File: config.mk
export PLATFORM = sky130hd
export DESIGN_NAME = rl_fifo_burst_rd
export DESIGN_NICKNAME = d
export VERILOG_FILES = /design/src/rtl/rl_fifo_pkg.sv /design/src/rtl/rl_fifo_burst_rd_tmr.sv /design/src/rtl/rl_fifo_burst_rd.sv
export SDC_FILE = /design/constraint.sdc
export NUM_CORES = 1
export LEC_CHECK = 0
export ABC_AREA = 1
export BUFFER_PORTS_ARGS = -buffer_cell sky130_fd_sc_hd__buf_2
export CAP_MARGIN = 20
export CORE_MARGIN = 3
export CORE_UTILIZATION = 45
export DETAILED_ROUTE_END_ITERATION = 10
export PLACE_DENSITY_LB_ADDON = 0.1
export SLEW_MARGIN = 20
export SYNTH_ARGS = -nofsm -noshare
export SYNTH_HDL_FRONTEND = slang
export SYNTH_SLANG_ARGS = --single-unit
File: constraint.sdc
create_clock -name clk_i -period 1.9 [get_ports clk_i]
set_clock_uncertainty 0.2 [all_clocks]
set_input_delay 0.19 -clock clk_i [delete_from_list [all_inputs] [get_ports clk_i]]
set_output_delay 0.19 -clock clk_i [all_outputs]
set_load 0.02 [all_outputs]
File: src/rtl/rl_fifo_pkg.sv
// Shared types for the FIFO burst reader.
package rl_fifo_pkg;

  // Reader FSM states; FLUSH is only reachable with RL_FIFO_BURST_RD_TIMEOUT_EN
  typedef enum logic [1:0] {
    ST_IDLE  = 2'd0,
    ST_BURST = 2'd1,
    ST_FLUSH = 2'd2
  } rd_state_e;

  // True while the reader is draining words from the FIFO
  function automatic logic is_draining(rd_state_e s);
    return (s == ST_BURST) || (s == ST_FLUSH);
  endfunction

endpackage

File: src/rtl/rl_fifo_burst_rd_tmr.sv
// Idle timeout counter for partial-burst flushing.
// Instantiated only when RL_FIFO_BURST_RD_TIMEOUT_EN is defined.
module rl_fifo_burst_rd_tmr #(
  parameter int unsigned TIMEOUT_CYCLES = 64
) (
  input  logic clk_i,
  input  logic rst_ni,
  input  logic clr_i,
  input  logic cnt_en_i,
  output logic tmo_o
);

  localparam int unsigned CNT_W = $clog2(TIMEOUT_CYCLES + 1);

  logic [CNT_W-1:0] cnt_q;

  // Strobe on the TIMEOUT_CYCLES-th consecutive qualifying cycle
  assign tmo_o = cnt_en_i & (cnt_q == CNT_W'(TIMEOUT_CYCLES - 1));

  // Count qualifying cycles; any break in qualification restarts the count
  always_ff @(posedge clk_i or negedge rst_ni) begin
    if (!rst_ni) begin
      cnt_q <= '0;
    end else if (clr_i || !cnt_en_i || tmo_o) begin
      cnt_q <= '0;
    end else begin
      cnt_q <= cnt_q + CNT_W'(1);
    end
  end

endmodule

File: src/rtl/rl_fifo_burst_rd.sv
// Burst reader: drains a show-ahead FIFO into a valid/ready stream in
// fixed-length bursts. Define RL_FIFO_BURST_RD_TIMEOUT_EN to flush partial
// bursts after TIMEOUT_CYCLES idle cycles.
module rl_fifo_burst_rd
  import rl_fifo_pkg::*;
#(
  parameter  int unsigned DATA_SIZE      = 32,
  parameter  int unsigned FIFO_DEPTH     = 16,
  parameter  int unsigned BURST_LEN      = 4,
  parameter  int unsigned TIMEOUT_CYCLES = 64,
  localparam int unsigned PTR_SIZE       = $clog2(FIFO_DEPTH)
) (
  input  logic                 clk_i,
  input  logic                 rst_ni,
  input  logic                 clr_i,
  input  logic [DATA_SIZE-1:0] fifo_q_i,
  input  logic                 fifo_empty_i,
  input  logic [PTR_SIZE:0]    fifo_usedw_i,
  output logic                 fifo_rdena_o,
  output logic                 m_valid_o,
  input  logic                 m_ready_i,
  output logic [DATA_SIZE-1:0] m_data_o,
  output logic                 m_last_o,
  output logic                 busy_o
);

  localparam int unsigned CNT_W = PTR_SIZE + 1;

  rd_state_e            state_q;
  logic [CNT_W-1:0]     beats_q;
  logic                 m_valid_q;
  logic                 m_last_q;
  logic [DATA_SIZE-1:0] m_data_q;

  logic pop_c;
  logic burst_rdy_c;
  logic tmo_c;

  // A full burst is available in the FIFO
  assign burst_rdy_c = (fifo_usedw_i >= CNT_W'(BURST_LEN));

  // Pop when draining, data present, output slot free or freeing, beats left
  assign pop_c = is_draining(state_q) & ~fifo_empty_i & (~m_valid_q | m_ready_i)
               & ~clr_i & (beats_q != '0);

`ifdef RL_FIFO_BURST_RD_TIMEOUT_EN
  logic tmo_en_c;

  // Timer runs only while idle with a partial burst waiting
  assign tmo_en_c = (state_q == ST_IDLE) & ~fifo_empty_i & ~burst_rdy_c;

  rl_fifo_burst_rd_tmr #(
    .TIMEOUT_CYCLES(TIMEOUT_CYCLES)
  ) u_tmr (
    .clk_i    (clk_i),
    .rst_ni   (rst_ni),
    .clr_i    (clr_i),
    .cnt_en_i (tmo_en_c),
    .tmo_o    (tmo_c)
  );
`else
  // No timeout: partial bursts wait for a full burst; TIMEOUT_CYCLES is inert
  localparam bit TMO_CFG_OK = (TIMEOUT_CYCLES >= 1);
  assign tmo_c = 1'b0 & TMO_CFG_OK;
`endif

  // Burst FSM, beat counter and registered stream output
  always_ff @(posedge clk_i or negedge rst_ni) begin
    if (!rst_ni) begin
      state_q   <= ST_IDLE;
      beats_q   <= '0;
      m_valid_q <= 1'b0;
      m_last_q  <= 1'b0;
      m_data_q  <= '0;
    end else if (clr_i) begin
      state_q   <= ST_IDLE;
      beats_q   <= '0;
      m_valid_q <= 1'b0;
      m_last_q  <= 1'b0;
    end else begin
      case (state_q)
        ST_IDLE: begin
          if (burst_rdy_c) begin
            state_q <= ST_BURST;
            beats_q <= CNT_W'(BURST_LEN);
          end else if (tmo_c) begin
            state_q <= ST_FLUSH;
            beats_q <= fifo_usedw_i;
          end
        end
        ST_BURST, ST_FLUSH: begin
          if (pop_c) begin
            beats_q <= beats_q - CNT_W'(1);
            if (beats_q == CNT_W'(1)) begin
              state_q <= ST_IDLE;
            end
          end
        end
        default: begin
          state_q <= ST_IDLE;
        end
      endcase

      if (pop_c) begin
        m_valid_q <= 1'b1;
        m_data_q  <= fifo_q_i;
        m_last_q  <= (beats_q == CNT_W'(1));
      end else if (m_valid_q && m_ready_i) begin
        m_valid_q <= 1'b0;
        m_last_q  <= 1'b0;
      end
    end
  end

  assign fifo_rdena_o = pop_c;
  assign m_valid_o    = m_valid_q;
  assign m_data_o     = m_data_q;
  assign m_last_o     = m_last_q;
  assign busy_o       = (state_q != ST_IDLE);

endmodule
==> impl_metrics.prom <==
# TYPE chip_impl_metric gauge
chip_impl_info{name="outcome",value="completed"} 1
chip_impl_info{name="critPathKind",value="reg2out"} 1
chip_impl_metric{name="drt_iter0_markers",unit=""} 47
chip_impl_metric{name="wire_per_inst",unit="um"} 12.4
chip_impl_metric{name="port_buffers",unit=""} 75
chip_impl_metric{name="syn_to_final_growth",unit="%"} 57.0
chip_impl_metric{name="cellLeakagePower",unit="nW"} 1.59
chip_impl_metric{name="cp_data_arrival_time",unit="ns"} 1.50
chip_impl_info{name="root_buffer",value="sky130_fd_sc_hd__clkbuf_8"} 1
chip_impl_metric{name="post-route-period-util",unit="%"} 99.5
chip_impl_info{name="tritoncts",value="built"} 1
chip_impl_metric{name="first_pass_iters",unit=""} 5
chip_impl_metric{name="placed_cell_area",unit="um2"} 2220
chip_impl_metric{name="total_global_route_track_usage",unit="%"} 19.8
chip_impl_metric{name="swShare",unit="%"} 41.6
chip_impl_metric{name="timing_worst_slew_pin_value",unit="ns"} 0.506
chip_impl_info{name="synthDominantAreaCellType",value="sky130_fd_sc_hd__dfrtp_1"} 1
chip_impl_metric{name="biggest_cell_delay_along_the_critical_path",unit="ns"} 0.40
chip_impl_info{name="final_common_cell",value="sky130_fd_sc_hd__nand2_1"} 1
chip_impl_metric{name="irDropWorstVdd",unit="mV"} 0.967
chip_impl_info{name="synth_area_leaders",value="sky130_fd_sc_hd__dfrtp_1 (56%), sky130_fd_sc_hd__nand2_1 (24%), sky130_fd_sc_hd__nand2_2 (3.5%)"} 1
chip_impl_metric{name="period_minus_slack",unit="ns"} 1.89
chip_impl_metric{name="layout.cell_area.non_filler",unit="um2"} 2810
chip_impl_metric{name="clock_latency",unit="ns"} 0.28
chip_impl_metric{name="final_layout_size_suffix_gt1_share",unit="%"} 36.9
chip_impl_metric{name="detailedPlace.worstSlack",unit="ns"} 0.107
chip_impl_info{name="mostFrequentLayoutCells",value="sky130_fd_sc_hd__nand2_1 (109), sky130_fd_sc_hd__buf_2 (74), sky130_fd_sc_hd__dfrtp_1 (40)"} 1
chip_impl_metric{name="ys_seq_elements",unit=""} 40
chip_impl_metric{name="netlist_instances",unit=""} 212
chip_impl_metric{name="required",unit="ns"} 1.51
chip_impl_metric{name="design.die.area",unit="um2"} 4760
chip_impl_metric{name="p_total",unit="mW"} 3.78
chip_impl_metric{name="power_frac_clock",unit="%"} 15.6
chip_impl_metric{name="cts_buffers",unit=""} 5
chip_impl_metric{name="fmax",unit="MHz"} 529
chip_impl_metric{name="insertedDiodeCount",unit=""} 0
chip_impl_info{name="setup.worst_path.start_class",value="flip-flop"} 1
chip_impl_metric{name="start_util",unit="%"} 47.7
chip_impl_metric{name="vias",unit=""} 1796
chip_impl_info{name="grt_setup_unrepaired",value="yes"} 1
chip_impl_info{name="worstPathCellList",value="inv_2 -> ha_4 -> inv_2 -> nor2_2 -> nand2_2 -> nand3_4 -> clkinv_8 -> buf_8"} 1
chip_impl_metric{name="routed_wl",unit="um"} 4870
chip_impl_metric{name="crit_path_max_fanout",unit=""} 6
chip_impl_metric{name="synth.top_cell.area_share",unit="%"} 56.0
chip_impl_metric{name="ports_placed_on_the_boundary",unit=""} 78
chip_impl_metric{name="postSynthAreaPerCell",unit="um2"} 8.43
chip_impl_metric{name="finalMaxSlewViolations",unit=""} 0
chip_impl_metric{name="setup_total_negative_slack",unit="ns"} 0
chip_impl_metric{name="grt_pass1_wl",unit="um"} 7710
chip_impl_metric{name="intPower",unit="mW"} 2.20
chip_impl_metric{name="setup_slack_after_layout",unit="ns"} 0.0104
chip_impl_metric{name="worstPathBufferInverterCount",unit=""} 4
chip_impl_metric{name="placeableCoreArea",unit="um2"} 3740
chip_impl_metric{name="detailed_place_hpwl",unit="um"} 2820
chip_impl_metric{name="yosysWarningCount",unit=""} 0
chip_impl_metric{name="post-route-drc-count",unit=""} 0
chip_impl_metric{name="share_comb_of_total_power",unit="%"} 46.6
chip_impl_metric{name="timing_hold_violations_final",unit=""} 0
chip_impl_metric{name="syn-cell-area",unit="um2"} 1790
chip_impl_metric{name="setup_viol_count_final",unit=""} 0
chip_impl_metric{name="synth.yosys.seq_area_share",unit="%"} 56.0
chip_impl_info{name="library_cell_contributing_the_largest_single_delay_on_the_critical_path",value="sky130_fd_sc_hd__dfrtp_1"} 1
chip_impl_metric{name="power-per-cell-area",unit="nW/um2"} 1350
chip_impl_metric{name="ctsHtreeMaxLevel",unit=""} 2
chip_impl_metric{name="grt_antenna_before_repair",unit=""} 0
chip_impl_metric{name="maxCapViolations",unit=""} 0
chip_impl_metric{name="grt_max_degree",unit=""} 41
chip_impl_metric{name="routabilityCongestion",unit=""} 0.842
chip_impl_metric{name="std_cell_rows",unit=""} 22
chip_impl_metric{name="dieHeight",unit="um"} 69.0
chip_impl_metric{name="clk_pin_slew_worst_paths",unit="ns"} 0.08
chip_impl_metric{name="clock-sinks",unit=""} 40
chip_impl_metric{name="p_switching",unit="mW"} 1.57
chip_impl_info{name="end_kind",value="output port"} 1
chip_impl_metric{name="ctsLongestPathBuffers",unit=""} 2
chip_impl_metric{name="library_cells_used_by_synthesis",unit=""} 18
chip_impl_metric{name="number_of_global_route_vias_before_repair",unit=""} 1722
chip_impl_metric{name="num-nets-final",unit=""} 387
chip_impl_metric{name="grt_overflow_total",unit=""} 0
chip_impl_info{name="worst_hold_path_type",value="in2reg"} 1
chip_impl_metric{name="max-slew-margin-rel",unit="%"} 66.3
chip_impl_metric{name="detail-route-antenna-nets",unit=""} 0
chip_impl_metric{name="via_per_inst",unit=""} 4.58
chip_impl_metric{name="chipWidth",unit="um"} 69.0
chip_impl_info{name="crit_path_frequent_cell",value="sky130_fd_sc_hd__inv_2"} 1
chip_impl_metric{name="synthesis.nets",unit=""} 256
chip_impl_info{name="cp_top_family",value="flip-flops"} 1
chip_impl_metric{name="p_seq_share",unit="%"} 37.8
registers in the layout, summed over array words and instances, names as in the netlist:
name       flops
beats_q        5
m_data_o      32
m_last_o       1
m_valid_o      1
state_q        1
worst reg2reg max path: cells and delay by family (launching register included):
family,cells,cell delay [ns]
flip-flops,1,0.40
adder cells (fa/ha/maj),1,0.14
buffers and inverters,6,0.61
AND/OR/NAND/NOR,5,0.42
routing by layer:
layer / global-route usage, % / part of all wire [%]
met1: 24.6 / 41
met2: 32.6 / 51
met3: 5.25 / 5.8
met4: 7.81 / 1.4
met5: 0 / 0
path summary, 6_finish.rpt:
path                                               start                       end  slack (ns)  cells past startpoint
worst max-delay path              beats_q[1]$_DFFE_PN0P_              fifo_rdena_o        0.01                      8
worst min register to register  m_data_o[19]$_DFFE_PN0P_  m_data_o[19]$_DFFE_PN0P_        0.28                      2
worst min-delay path                               clr_i     m_valid_o$_DFFE_PN0P_       0.007                      2
worst max register to register    beats_q[1]$_DFFE_PN0P_  m_data_o[21]$_DFFE_PN0P_        0.02                     12
max in group asynchronous                         rst_ni  m_data_o[27]$_DFFE_PN0P_        0.87                      3
min in group asynchronous                         rst_ni    state_q[0]$_DFFE_PN0P_        0.29                      3
per-stage QoR:
step | utilization [%] | hold WS, ns | cells
CTS | 71.8 | 0.00628 | 380
detailed placement | 59.4 | 0.0810 | 336
floorplan | - | -0.306 | 212
global route | 74.9 | 0.0271 | 392
global placement | 59.4 | 0.0794 | 336
finish | 74.9 | 0.00675 | 392
cells by family after synthesis:
group           count (synthesis)  synth area share, %
flops                          40                 56.0
compound gates                 10                 3.43
fa+ha+maj                       2                 1.40
buf+inv                        20                 6.72
simple gates                  140                 32.4
synthesized netlist by cell type:
master                    instances
sky130_fd_sc_hd__ha_1             2
sky130_fd_sc_hd__buf_4            3
sky130_fd_sc_hd__or2_0            1
sky130_fd_sc_hd__dfrtp_1         40
sky130_fd_sc_hd__o21ai_0          6
sky130_fd_sc_hd__nand2_1        112
sky130_fd_sc_hd__inv_1           12
sky130_fd_sc_hd__nor2_1          11
sky130_fd_sc_hd__inv_2            1
sky130_fd_sc_hd__buf_12           1
sky130_fd_sc_hd__nand3_1          4
sky130_fd_sc_hd__a21oi_4          1
sky130_fd_sc_hd__buf_6            2
sky130_fd_sc_hd__nand2_2         10
sky130_fd_sc_hd__nor2_4           1
sky130_fd_sc_hd__inv_4            1
sky130_fd_sc_hd__a21oi_1          3
sky130_fd_sc_hd__nand3_4          1
cell type report:
type,instances,area (um2)
Sequential cell,40,1000
Fill cell,306,938
Timing Repair Buffer,130,897
Multi-Input combinational cell,152,688
Clock buffer,7,86.3
Inverter,14,65.1
Tap cell,48,60.1
Clock inverter,1,7.51
repair_timing:
item / CTS / global route
hold buffers: 33 / 0
resized for setup: 6 / 10
endpoints found under the setup margin: 1 / 2
buffers inserted: 3 / 12
cloned: 0 / 0
pin swaps: 0 / 4
endpoints found under the hold margin: 72 / 0
power groups by stage:
stage | Sequential, mW | Clock, mW | Combinational (mW)
final | 1.43 | 0.588 | 1.76
after global routing | 1.48 | 0.638 | 1.94
after CTS | 1.42 | 0.600 | 1.63
after detailed placement | 1.43 | 0 | 1.54
after global placement | 1.43 | 0 | 1.51
after floorplan | 1.82 | 0 | 0.611
Power figures use the tool's default switching activity.
